==> config.mk <==
export PLATFORM = sky130hd
export DESIGN_NAME = instruction_change_tracker
export DESIGN_NICKNAME = d
export VERILOG_FILES = /design/src/rtl/ict_pkg.sv /design/src/rtl/ict_cam_match.sv /design/src/rtl/instruction_change_tracker.sv
export SDC_FILE = /design/constraint.sdc
export NUM_CORES = 1
export LEC_CHECK = 0
export ABC_AREA = 1
export CAP_MARGIN = 10
export CORE_AREA = 2 2 94 96
export DETAILED_ROUTE_END_ITERATION = 8
export DIE_AREA = 0 0 96 98
export HOLD_SLACK_MARGIN = 0.12
export PLACE_DENSITY = 0.89
export SYNTH_ARGS = -nofsm -noshare
export SYNTH_HDL_FRONTEND = slang
export SYNTH_SLANG_ARGS = --single-unit
==> constraint.sdc <==
create_clock -name HF_CLK -period 2.1 [get_ports HF_CLK]
set_input_delay 0.21 -clock HF_CLK [delete_from_list [all_inputs] [get_ports HF_CLK]]
set_output_delay 0.21 -clock HF_CLK [all_outputs]
set_load 0.02 [all_outputs]
==> src/rtl/ict_pkg.sv <==
// Shared types and default parameters for the instruction change tracker.
package ict_pkg;

    typedef enum logic {
        EMPTY = 1'b0,
        TRACK = 1'b1
    } ict_state_t;

    localparam int ICT_WIDTH = 32;
    localparam int ICT_DEPTH = 4;
    localparam int ICT_CNT_W = 8;

endpackage

==> src/rtl/ict_cam_match.sv <==
// Compares one word against a set of entries.
// Returns the valid-gated hit vector, a hit summary and the lowest hit index.
module ict_cam_match
    import ict_pkg::*;
#(
    parameter int WIDTH = ICT_WIDTH,
    parameter int DEPTH = ICT_DEPTH,
    parameter int IDX_W = (DEPTH > 1) ? $clog2(DEPTH) : 1
) (
    input  logic [WIDTH-1:0]            key,
    input  logic [DEPTH-1:0][WIDTH-1:0] entries,
    input  logic [DEPTH-1:0]            valid,
    output logic [DEPTH-1:0]            hit,
    output logic                        any_hit,
    output logic [IDX_W-1:0]            idx
);

    // Per-entry compare, then scan from the top so the lowest index wins.
    always_comb begin
        hit     = '0;
        idx     = '0;
        any_hit = 1'b0;
        for (int i = 0; i < DEPTH; i++) begin
            hit[i] = valid[i] && (entries[i] == key);
        end
        for (int i = DEPTH - 1; i >= 0; i--) begin
            if (hit[i]) begin
                idx = i[IDX_W-1:0];
            end else begin
                idx = idx;
            end
        end
        any_hit = |hit;
    end

endmodule

==> src/rtl/instruction_change_tracker.sv <==
// Tracks instruction changes: history, repeat count and a change-event handshake.
// Define ICT_HISTORY_EN for the full DEPTH-entry history; otherwise only the newest entry is kept.
module instruction_change_tracker
    import ict_pkg::*;
#(
    parameter int WIDTH = ICT_WIDTH,
    parameter int DEPTH = ICT_DEPTH,
    parameter int CNT_W = ICT_CNT_W
) (
    input  logic                     HF_CLK,
    input  logic                     RST,
    input  logic                     CLR,
    input  logic                     EN,
    input  logic [WIDTH-1:0]         INSTRUCTION,
    output logic                     EQU,
    output logic                     NOT_EQU,
    output logic                     NEW_PULSE,
    output logic                     HIST_HIT,
    output logic [$clog2(DEPTH)-1:0] HIT_IDX,
    output logic [CNT_W-1:0]         REPEAT_CNT,
    output logic [$clog2(DEPTH):0]   HIST_CNT,
    output logic                     EVT_VALID,
    output logic [WIDTH-1:0]         EVT_DATA,
    input  logic                     EVT_READY,
    output logic                     OVF
);

    localparam int IDX_W = $clog2(DEPTH);
    localparam int HC_W  = IDX_W + 1;
`ifdef ICT_HISTORY_EN
    localparam int HD = DEPTH;
`else
    localparam int HD = 1;
`endif
    localparam logic [HC_W-1:0] HC_MAX = HC_W'(HD);

    ict_state_t                 state_q, state_d;
    logic [HD-1:0][WIDTH-1:0]   hist_q, hist_d;
    logic [HC_W-1:0]            hist_cnt_q, hist_cnt_d;
    logic [CNT_W-1:0]           repeat_q, repeat_d;
    logic                       new_pulse_q, new_pulse_d;
    logic                       hist_hit_q, hist_hit_d;
    logic [IDX_W-1:0]           hit_idx_q, hit_idx_d;
    logic                       evt_valid_q, evt_valid_d;
    logic [WIDTH-1:0]           evt_data_q, evt_data_d;
    logic                       ovf_q, ovf_d;

    logic                       track_s;
    logic                       equ_s;
    logic                       change_s;
    logic                       hist_hit_s;
    logic [IDX_W-1:0]           hist_idx_s;
    logic [0:0]                 unused_equ_hit_s;
    logic [0:0]                 unused_equ_idx_s;

    assign track_s = (state_q == TRACK);

    ict_cam_match #(
        .WIDTH (WIDTH),
        .DEPTH (1)
    ) u_equ_match (
        .key     (INSTRUCTION),
        .entries (hist_q[0]),
        .valid   (track_s),
        .hit     (unused_equ_hit_s),
        .any_hit (equ_s),
        .idx     (unused_equ_idx_s)
    );

`ifdef ICT_HISTORY_EN
    logic [HD-1:0] hist_valid_s;
    logic [HD-1:0] unused_hist_vec_s;

    // Entry 0 is excluded: a match there is equality, not a history hit.
    always_comb begin
        hist_valid_s = '0;
        for (int i = 1; i < HD; i++) begin
            hist_valid_s[i] = (hist_cnt_q > HC_W'(i));
        end
    end

    ict_cam_match #(
        .WIDTH (WIDTH),
        .DEPTH (HD)
    ) u_hist_match (
        .key     (INSTRUCTION),
        .entries (hist_q),
        .valid   (hist_valid_s),
        .hit     (unused_hist_vec_s),
        .any_hit (hist_hit_s),
        .idx     (hist_idx_s)
    );
`else
    assign hist_hit_s = 1'b0;
    assign hist_idx_s = '0;
`endif

    assign change_s = EN && !equ_s;

    // Next-state: clear, accepted change, or repeat/idle with handshake draining.
    always_comb begin
        state_d     = state_q;
        hist_d      = hist_q;
        hist_cnt_d  = hist_cnt_q;
        repeat_d    = repeat_q;
        new_pulse_d = 1'b0;
        hist_hit_d  = hist_hit_q;
        hit_idx_d   = hit_idx_q;
        evt_valid_d = evt_valid_q;
        evt_data_d  = evt_data_q;
        ovf_d       = ovf_q;
        if (CLR) begin
            state_d     = EMPTY;
            hist_d      = '0;
            hist_cnt_d  = '0;
            repeat_d    = '0;
            hist_hit_d  = 1'b0;
            hit_idx_d   = '0;
            evt_valid_d = 1'b0;
            evt_data_d  = '0;
            ovf_d       = 1'b0;
        end else if (change_s) begin
            for (int i = HD - 1; i > 0; i--) begin
                hist_d[i] = hist_q[i-1];
            end
            hist_d[0]   = INSTRUCTION;
            state_d     = TRACK;
            hist_cnt_d  = (hist_cnt_q == HC_MAX) ? hist_cnt_q : hist_cnt_q + 1'b1;
            repeat_d    = '0;
            new_pulse_d = 1'b1;
            hist_hit_d  = hist_hit_s;
            hit_idx_d   = hist_idx_s;
            // A stalled consumer keeps its pending event; the new one is lost.
            if (!evt_valid_q || EVT_READY) begin
                evt_valid_d = 1'b1;
                evt_data_d  = INSTRUCTION;
            end else begin
                ovf_d = 1'b1;
            end
        end else begin
            if (EN) begin
                repeat_d = (repeat_q == {CNT_W{1'b1}}) ? repeat_q : repeat_q + 1'b1;
            end else begin
                repeat_d = repeat_q;
            end
            if (evt_valid_q && EVT_READY) begin
                evt_valid_d = 1'b0;
            end else begin
                evt_valid_d = evt_valid_q;
            end
        end
    end

    // State registers with asynchronous active-low reset.
    always_ff @(posedge HF_CLK or negedge RST) begin
        if (!RST) begin
            state_q     <= EMPTY;
            hist_q      <= '0;
            hist_cnt_q  <= '0;
            repeat_q    <= '0;
            new_pulse_q <= 1'b0;
            hist_hit_q  <= 1'b0;
            hit_idx_q   <= '0;
            evt_valid_q <= 1'b0;
            evt_data_q  <= '0;
            ovf_q       <= 1'b0;
        end else begin
            state_q     <= state_d;
            hist_q      <= hist_d;
            hist_cnt_q  <= hist_cnt_d;
            repeat_q    <= repeat_d;
            new_pulse_q <= new_pulse_d;
            hist_hit_q  <= hist_hit_d;
            hit_idx_q   <= hit_idx_d;
            evt_valid_q <= evt_valid_d;
            evt_data_q  <= evt_data_d;
            ovf_q       <= ovf_d;
        end
    end

    assign EQU        = equ_s;
    assign NOT_EQU    = !equ_s;
    assign NEW_PULSE  = new_pulse_q;
    assign HIST_HIT   = hist_hit_q;
    assign HIT_IDX    = hit_idx_q;
    assign REPEAT_CNT = repeat_q;
    assign HIST_CNT   = hist_cnt_q;
    assign EVT_VALID  = evt_valid_q;
    assign EVT_DATA   = evt_data_q;
    assign OVF        = ovf_q;

endmodule

After elaboration in Yosys (flattened, before gate mapping)
Cells that the tools add are included.
{ "totals": {"register_bits": 82, "latchBits": 0, "ram_bits": 0, "rom_bits": 0, "input_bits": 37, "elab_cells": 61, "memories": 0} }
{ "classes": {"addsub": 2, "multipliers": 0, "div": 0, "n_lt_le_gt_ge": 0, "n_eq_ne": 7, "shifts": 0, "muxes": 27, "n_bitwise": 0, "reduce_logical": 15} }
{ "ops": {"columns": ["op", "n"], "rows": [
  ["$mux 32", 5],
  ["$eq 32x32->1", 1],
  ["$mux 8", 4],
  ["$mux 1", 13],
  ["$reduce_and 2->1", 5],
  ["$mux 3", 3],
  ["$add 8x1->8 const B", 1],
  ["$eq 8x8->1 const B", 1],
  ["$reduce_bool 3->1", 2],
  ["$mux 2", 2],
  ["$ne 2x2->1 const B", 2],
  ["$reduce_bool 2->1", 2],
  ["$add 3x1->3 const B", 1],
  ["$eq 3x1->1 const B", 1],
  ["$logic_and 1x1->1", 3],
  ["$ne 3x2->1 const B", 1],
  ["$ne 3x3->1 const B", 1],
  ["$logic_not 1->1", 2],
  ["$logic_or 1x1->1", 1]
]} }

Logic depth before layout (Yosys ltp)
Gate-level depths: netlist of run 1.
{ "depth": {"word_depth": 6, "mapped_depth": 15, "depth_no_buf": 14} }

Cells and area by module
Synthesis of run 1 repeated with hierarchy kept, for this count alone.
{ "unflattened": {"cells_unflattened": 465, "area_unflattened_um2": 3842.4} }
{ "by_module_without_submodules": {"columns": ["module", "instances", "cells_each", "area_each_um2"], "rows": [
  ["instruction_change_tracker", 1, 324, 3248.1],
  ["ict_cam_match", 1, 141, 594.3]
]} }

Worst setup path before layout of run 1
Ideal clock, no wire load.
{ "synth_path": {"path_kind": "register to register", "startpoint": "reg repeat_q[0] (netlist: REPEAT_CNT[0])", "endpoint": "reg repeat_q[7] (netlist: REPEAT_CNT[7])", "setup_time_ps": 118, "arrival_ps": 1550, "t_required_ps": 1982, "slack_ps": 431, "stages_incl_launch_ff": 10, "path_buffers": 0, "path_cell_list": "dfrtp_1 > ha_1 > nand3_1 > nor2_1 > nand3_1 > nand2_1 > inv_1 > nand4_1 > xor2_1 > nor2_1"} }
{ "synth_between": {"elab_chain_len": 5, "word_cells_on_any_way": 8, "cone_classes": "add/sub: 1; eq/ne: 2; mux: 4; reduce/logical: 1"} }
{ "synth_lines": {"columns": ["element", "line", "text"], "rows": [
  ["start: declaration", "instruction_change_tracker.sv:40", "logic [CNT_W-1:0] repeat_q, repeat_d;"],
  ["start signal: assignment", "instruction_change_tracker.sv:171", "repeat_q <= repeat_d;"],
  ["$add 8x1->8", "instruction_change_tracker.sv:142", "repeat_d = (repeat_q == {CNT_W{1'b1}}) ? repeat_q : repeat_q + 1'b1;"],
  ["$mux 8", "instruction_change_tracker.sv:142", null],
  ["$mux 8", "instruction_change_tracker.sv:141", "if (EN) begin"],
  ["$mux 8", "instruction_change_tracker.sv:122", "end else if (change_s) begin"],
  ["$mux 8", "instruction_change_tracker.sv:112", "if (CLR) begin"]
]} }
Parallel ways exist; a longest one is shown, timed or not. The select of a mux whose other input is x is not followed.
A chain may end at the register's enable or synchronous reset.

Worst setup path in the final report of run 1
{ "layout_path": {"startpoint": "reg hist_q[6] (netlist bit)", "endpoint": "out NOT_EQU"} }
{ "layout_between": {"elab_chain_len": 3} }
{ "layout_lines": {"columns": ["element", "line", "text"], "rows": [
  ["start: declaration", "instruction_change_tracker.sv:38", "logic [HD-1:0][WIDTH-1:0] hist_q, hist_d;"],
  ["start signal: assignment", "instruction_change_tracker.sv:169", "hist_q <= hist_d;"],
  ["$eq 32x32->1", "ict_cam_match.sv:24", "hit[i] = valid[i] && (entries[i] == key);"],
  ["$logic_and 1x1->1", "ict_cam_match.sv:24", null],
  ["$logic_not 1->1", "instruction_change_tracker.sv:182", "assign NOT_EQU = !equ_s;"],
  ["end: declaration", "instruction_change_tracker.sv:16", "output logic NOT_EQU,"]
]} }
Every way passes these cells.

==> key figures, run 1 <==
Critical path
  • Crit path kind: reg2out
  • Critical Path RT: roughly 1.9 ns
  • Max Fanout on Critical Path: 2
  • Worst Path Arrival: approximately 1.8 ns
  • Startpoint Class: flip-flop
  • Worst R2R Path Depth: 12
  • CP Capture Type: output port

Synth
  • Count leader, synth: nand2_1
  • Area leader, netlist: dfrtp_1
  • Synth cell types: 33
  • Ys async rst share: 1.00
  • Post-Synth XOR/XNOR Area: 0.0207
  • Post-Synth Simple-Gate Area: 0.347
  • Mapped cell area: 0.00422 mm²
  • Compound-cell area share of the yosys netlist: 0.0528
  • Largest family of logic cells by synthesized area: simple AND/OR/NAND/NOR gates
  • Synth Register Bits: about 80
  • Syn Area/Cell: 7.23 µm²
  • Primary FF master, synth: dfrtp_1
  • Post-synth EDFFs: 0
  • Warnings from Yosys: 0
  • Synth area leaders: dfrtp_1, nand2_1, nand3_1
  • Mux contribution to synthesized area: 0
  • Synth Area in Adders: 0.00889
  • Register area share after synthesis: 0.468
  • Top-area cell type share of the netlist area: 0.468
  • Most instantiated cells after synthesis: nand2_1, dfrtp_1, nor2_1
  • Post-Synthesis Cells: 584

Place
  • DP Area: 0.00547 mm²
  • GPL Wtd Cong: 0.953
  • Hpwl dp: 8520 µm
  • Placed cells: 800
  • Number of I/O port buffers: 84
  • Setup WS pre-CTS: -0.353 ns

Power
  • P_sw: roughly 1.2 mW
  • Worst vdd ir: 0.000458 V
  • Power Density: ~700 mW/mm²
  • P_leak: 3.01 nW
  • Clock Power Share: 0.344
  • Design Power: 3.98 mW
  • Logic pwr share: 0.226
  • P_int: 2.82 mW
  • Sequential fraction of design power: 0.430
  • Switching share of power: 0.291

Clocking
  • Root Buffer Master: clkbuf_8
  • Clock Tree Buf Depth: 2
  • Clk Latency, worst-skew pair: 0.36 ns
  • # clock sinks: between 70 and 80
  • Clk pin slew, worst setup/hold paths: 0.08 ns
  • CTS buffer count: 9
  • CTS tree: built
  • H-tree depth: 3

Routing
  • Post-Route WL: 11800 µm
  • Drt first pass iters: 5
  • Vias/cell: 5.12
  • Vias: approximately 4200
  • WL/cell: 14.5 µm
  • Remaining DRCs: 0
  • Initial drt markers: roughly 300
  • ANT nets after route: 0

GRT
  • Overflow after GRT: 0
  • Vias in the first global route: 4016
  • Total GRT Usage: 0.261
  • Largest net degree at the start of global routing: 45
  • Global-route wire length before repair: 19000 µm
  • Initial antenna violation count: 0

Final layout
  • Final instance area: ~0.0058 mm²
  • Layout Nets: 747
  • Area delta synth->final: 37.8%
  • Ant. Diodes: 0
  • Non-Filler Instances: 820
  • Proportion of layout cells with a drive suffix above 1: 0.128

Floorplanning
  • Core area: 0.00847 mm²
  • Die X: 96 µm
  • Starting Density: 0.499
  • DIE HEIGHT: approximately 98 µm
  • Area of the die: 0.00941 mm²
  • I/O pin cnt: 88
  • Site row count: 34

Job
  • Max-capacitance violation count: 0

Timing
  • Post-route clock period utilization: 0.974
  • Max-slew violation count: 0
  • Tmin final: slightly above 2 ns
  • Post-route setup slack: 0.0556 ns
  • Hold Violations, Final: 0
  • Fmax: 489 MHz
  • Hold WS: approximately 0.34 ns
  • Setup violations, final: 0
  • Worst Clk Skew: between 0.008 and 0.009 ns

Status
  • Result of the run: finished clean

Hold path
  • HP Class: in2async
==> final timing paths <==
check	start	to	slack, ns
worst max-delay path	hist_q[6]	NOT_EQU	0.06
worst min-delay path	RST	EVT_DATA[15]	0.34
worst max register to register	hist_q[6]	EVT_DATA[16]	0.11
worst min register to register	EVT_DATA[4]	EVT_DATA[4]	0.47
max in group asynchronous	RST	EVT_VALID	1.15
min in group HF_CLK	INSTRUCTION[4]	EVT_DATA[4]	0.36
==> kinds of logic after synthesis <==
family / count (synthesis)
and+or+nand+nor: 350
buffers and inverters: 99
DFF: 79
AOI/OAI and AO/OA: 42
xor gates and xnor gates: 10
adders and majority gates: 3
other: 1
==> critical path: stages (launching register included) <==
cell and delay [ns]:
dfrtp_1 0.42, xnor2_2 0.20, buf_4 0.14, nand4_1 0.08
nor3_1 0.16, nand3_1 0.12, nor2_2 0.14, inv_1 0.07
buf_6 0.13
==> per-stage QoR <==
stage           util  setup TNS (ns)
2_1_floorplan      -               0
3_3_place_gp   0.646          -13.25
3_5_place_dp   0.646          -15.67
4_1_cts        0.677               0
5_1_grt        0.687         -0.0166
6_report       0.687               0
==> routing by layer <==
layer | wire length (µm) | share of wire | up-vias | GRT usage
li1 | - | - | 2060 | -
met1 | 4990 | 0.42 | 1956 | 0.344
met2 | 5960 | 0.50 | 159 | 0.433
met3 | 638 | 0.054 | 22 | 0.0386
met4 | 261 | 0.022 | 0 | 0.0934
met5 | 0 | 0 | - | 0
==> registers in the layout, summed over array words and instances, names as in the netlist <==
signal and flops:
REPEAT_CNT 8, OVF 1, hist_q 32, state_q 1, EVT_DATA 32, EVT_VALID 1, HIST_CNT 3, NEW_PULSE 1
==> placed cells by master (no fill, tap or decap), types with 3 or more instances in the layout <==
master and instances:
buf_12 5, buf_4 44, bufinv_16 3, clkbuf_8 9
clkdlybuf4s50_1 79, conb_1 3, dfrtp_1 79, ha_1 3
inv_1 64, inv_2 8, nand2_1 195, nand3_1 56
nand4_1 10, nor2_1 70, nor4_2 3, o21ai_0 33
o21ai_1 3, xnor2_1 3, xor2_1 5
==> power groups by stage <==
| stage | clock network (mW) | logic, mW | registers [mW] |
|---|---|---|---|
| after floorplan | 0 | 0.362 | 1.81 |
| after global placement | 0 | 0.838 | 1.73 |
| after detailed placement | 0 | 0.862 | 1.74 |
| after CTS | 1.38 | 0.876 | 1.71 |
| after global routing | 1.44 | 0.989 | 1.73 |
| final | 1.37 | 0.899 | 1.71 |
==> final cells by class <==
type / instances / area, µm²
fill: 684 / 2650
sequential: 79 / 1980
multi-input combinational: 408 / 1880
timing repair buffer: 135 / 1310
inverter: 74 / 278
tap: 108 / 135
clock buffer: 10 / 128
clock inverter: 6 / 109
==> repair_timing <==
item                                    in CTS  in global routing
pin swaps                                    2                  7
hold endpoints to repair                    35                  0
hold buffers                                 1                  0
gates resized for setup                     11                 14
gates cloned                                 0                  1
endpoints found under the setup margin       2                 33
buffers inserted                             0                  2
Note: power is estimated with default switching activity, not from simulation.
==> run 2, diff against run 1 <==
- TNS_END_PERCENT: not set -> 20
==> run 2 against run 1 <==
  * Global-route usage unchanged
  * Clock power about the same
  * Worst setup slack improved by 0.022 ns
  * Fmax increased by 1.1%
  * Critical path type unchanged
  * Largest power group unchanged
==> key figures, run 2 (same netlist as run 1, synthesis figures left out) <==
Timing
  • Post-route setup slack: 0.0776 ns (was 0.0556 ns)
  • Worst Clk Skew: 0.00932 ns (was 0.00878 ns)
  • Tmin final: 2.02 ns (was 2.04 ns)
  • Hold Violations, Final: 0 (unchanged)
  • Max-slew violation count: 0 (unchanged)
  • Hold WS: 0.343 ns (was 0.344 ns)
  • Post-route clock period utilization: 0.963 (was 0.974)
  • Setup violations, final: 0 (unchanged)
  • Fmax: 494 MHz (was 489 MHz)

Final layout
  • Fill count: 688 (was 684)
  • Most frequent cells in the layout: nand2_1, dfrtp_1, clkdlybuf4s50_1 (unchanged)
  • Area delta synth->final: 36.9% (was 37.8%)
  • Ant. Diodes: 0 (unchanged)
  • Layout Nets: 745 (was 747)
  • Most common cell after layout, fill and taps aside: nand2_1 (unchanged)
  • Non-Filler Instances: 818 (was 820)
  • Final instance area: 0.00578 mm² (was 0.00582 mm²)
  • Proportion of layout cells with a drive suffix above 1: 0.127 (was 0.128)

Routing
  • Remaining DRCs: 0 (unchanged)
  • ANT nets after route: 0 (unchanged)
  • Vias/cell: 5.11 (was 5.12)
  • Initial drt markers: 328 (was 302)
  • Post-Route WL: 11700 µm (was 11800 µm)
  • WL/cell: 14.3 µm (was 14.5 µm)
  • Drt first pass iters: 5 (unchanged)
  • Vias: 4179 (was 4197)

Clocking
  • Root Buffer Master: clkbuf_8 (unchanged)
  • Clock Tree Buf Depth: 2 (unchanged)
  • Clk Latency, worst-skew pair: 0.36 ns (about the same)
  • CTS tree: built (unchanged)
  • Clk pin slew, worst setup/hold paths: 0.08 ns (about the same)
  • CTS buffer count: 9 (unchanged)
  • # clock sinks: 79 (unchanged)
  • H-tree depth: 3 (unchanged)

GRT
  • Total GRT Usage: 0.261 (unchanged)
  • Global-route wire length before repair: 19000 µm (unchanged)
  • Initial antenna violation count: 0 (unchanged)
  • Vias in the first global route: 4016 (unchanged)
  • Largest net degree at the start of global routing: 45 (unchanged)
  • Overflow after GRT: 0 (unchanged)

Critical path
  • CP Capture Type: output port (unchanged)
  • Crit path kind: reg2out (unchanged)
  • Critical Path RT: 1.89 ns (about the same)
  • Worst R2R Path Depth: 12 (unchanged)
  • CP cell instances: xnor2_2 -> buf_4 -> nand4_1 -> nor3_1 -> nand3_1 -> nor2_2 -> inv_1 -> buf_6 (unchanged)
  • Max Fanout on Critical Path: 2 (unchanged)
  • CP peak stage delay: 0.42 ns (about the same)
  • Startpoint Class: flip-flop (unchanged)
  • Worst Path Arrival: 1.81 ns (was 1.83 ns)
  • Slowest cell on the critical path: dfrtp_1 (unchanged)

Floorplanning
  • Die X: 96 µm (unchanged)
  • Site row count: 34 (unchanged)
  • Core area: 0.00847 mm² (unchanged)
  • Starting Density: 0.499 (unchanged)
  • DIE HEIGHT: 98 µm (unchanged)
  • I/O pin cnt: 88 (unchanged)
  • Area of the die: 0.00941 mm² (unchanged)

Job
  • Max-capacitance violation count: 0 (unchanged)

Place
  • Number of I/O port buffers: 84 (unchanged)
  • Hpwl dp: 8520 µm (unchanged)
  • DP Area: 0.00547 mm² (unchanged)
  • Placed cells: 800 (unchanged)
  • GPL Wtd Cong: 0.953 (unchanged)
  • Setup WS pre-CTS: -0.353 ns (unchanged)

Power
  • Worst vdd ir: 0.000460 V (was 0.000458 V)
  • Power Density: 687 mW/mm² (was 684 mW/mm²)
  • P_leak: 3.00 nW (was 3.01 nW)
  • Design Power: 3.97 mW (was 3.98 mW)

Hold path
  • HP Class: in2async (unchanged)

Status
  • Result of the run: finished clean (unchanged)
[run 2: routing by layer]
| layer | track usage | share of wire | up-vias |
|---|---|---|---|
| met4 | 0.0934 | 0.020 | 0 |
| met2 | 0.433 | 0.50 | 158 |
| li1 | - | - | 2057 |
| met1 | 0.344 | 0.42 | 1947 |
| met5 | 0 | 0 | - |
| met3 | 0.0386 | 0.056 | 17 |
[run 2: worst paths after layout]
check,startpoint,end,slack (ns)
hold / removal,RST,EVT_DATA[15],0.34
setup / recovery,hist_q[6],NOT_EQU,0.08
max in group asynchronous,RST,EVT_VALID,1.16
setup reg to reg,hist_q[6],EVT_DATA[16],0.10
hold reg to reg,EVT_DATA[4],EVT_DATA[4],0.47
min in group HF_CLK,INSTRUCTION[4],EVT_DATA[4],0.37
[run 2: timing repair]
action                                 in CTS  in global routing
endpoints found under the hold margin      35                  0
setup endpoints to repair                   2                 33
pin swaps                                   2                  7
gates cloned                                0                  0
gates resized for setup                    11                 14
hold buffers                                1                  0
setup buffers                               0                  1
[run 2: layout make-up]
cell class,instances,area [µm²],area share
tap,108,135,0.0234
clock buffer,10,128,0.0221
inverter,74,278,0.0481
sequential,79,1980,0.342
timing repair buffer,133,1280,0.221
clock inverter,6,109,0.0188
multi-input combinational,408,1880,0.325
[run 2: stage by stage]
| step | TNS (ns) | util |
|---|---|---|
| floorplan | 0 | - |
| global placement | -13.25 | 0.646 |
| detailed placement | -15.67 | 0.646 |
| CTS | 0 | 0.677 |
| global route | -0.00950 | 0.683 |
| finish | 0 | 0.683 |
[run 2: worst max-delay path: cells and delay by family (launching register included)]
kind,cells,cell delay (ns)
buffers and inverters,3,0.35
AND/OR/NAND/NOR,4,0.48
flip-flops,1,0.42
XOR/XNOR,1,0.21
[run 2: where the power goes]
| part | internal, mW | total [mW] | switching [mW] |
|---|---|---|---|
| Clock | 0.788 | 1.37 | 0.581 |
| Combinational | 0.394 | 0.889 | 0.495 |
| Sequential | 1.63 | 1.71 | 0.0788 |
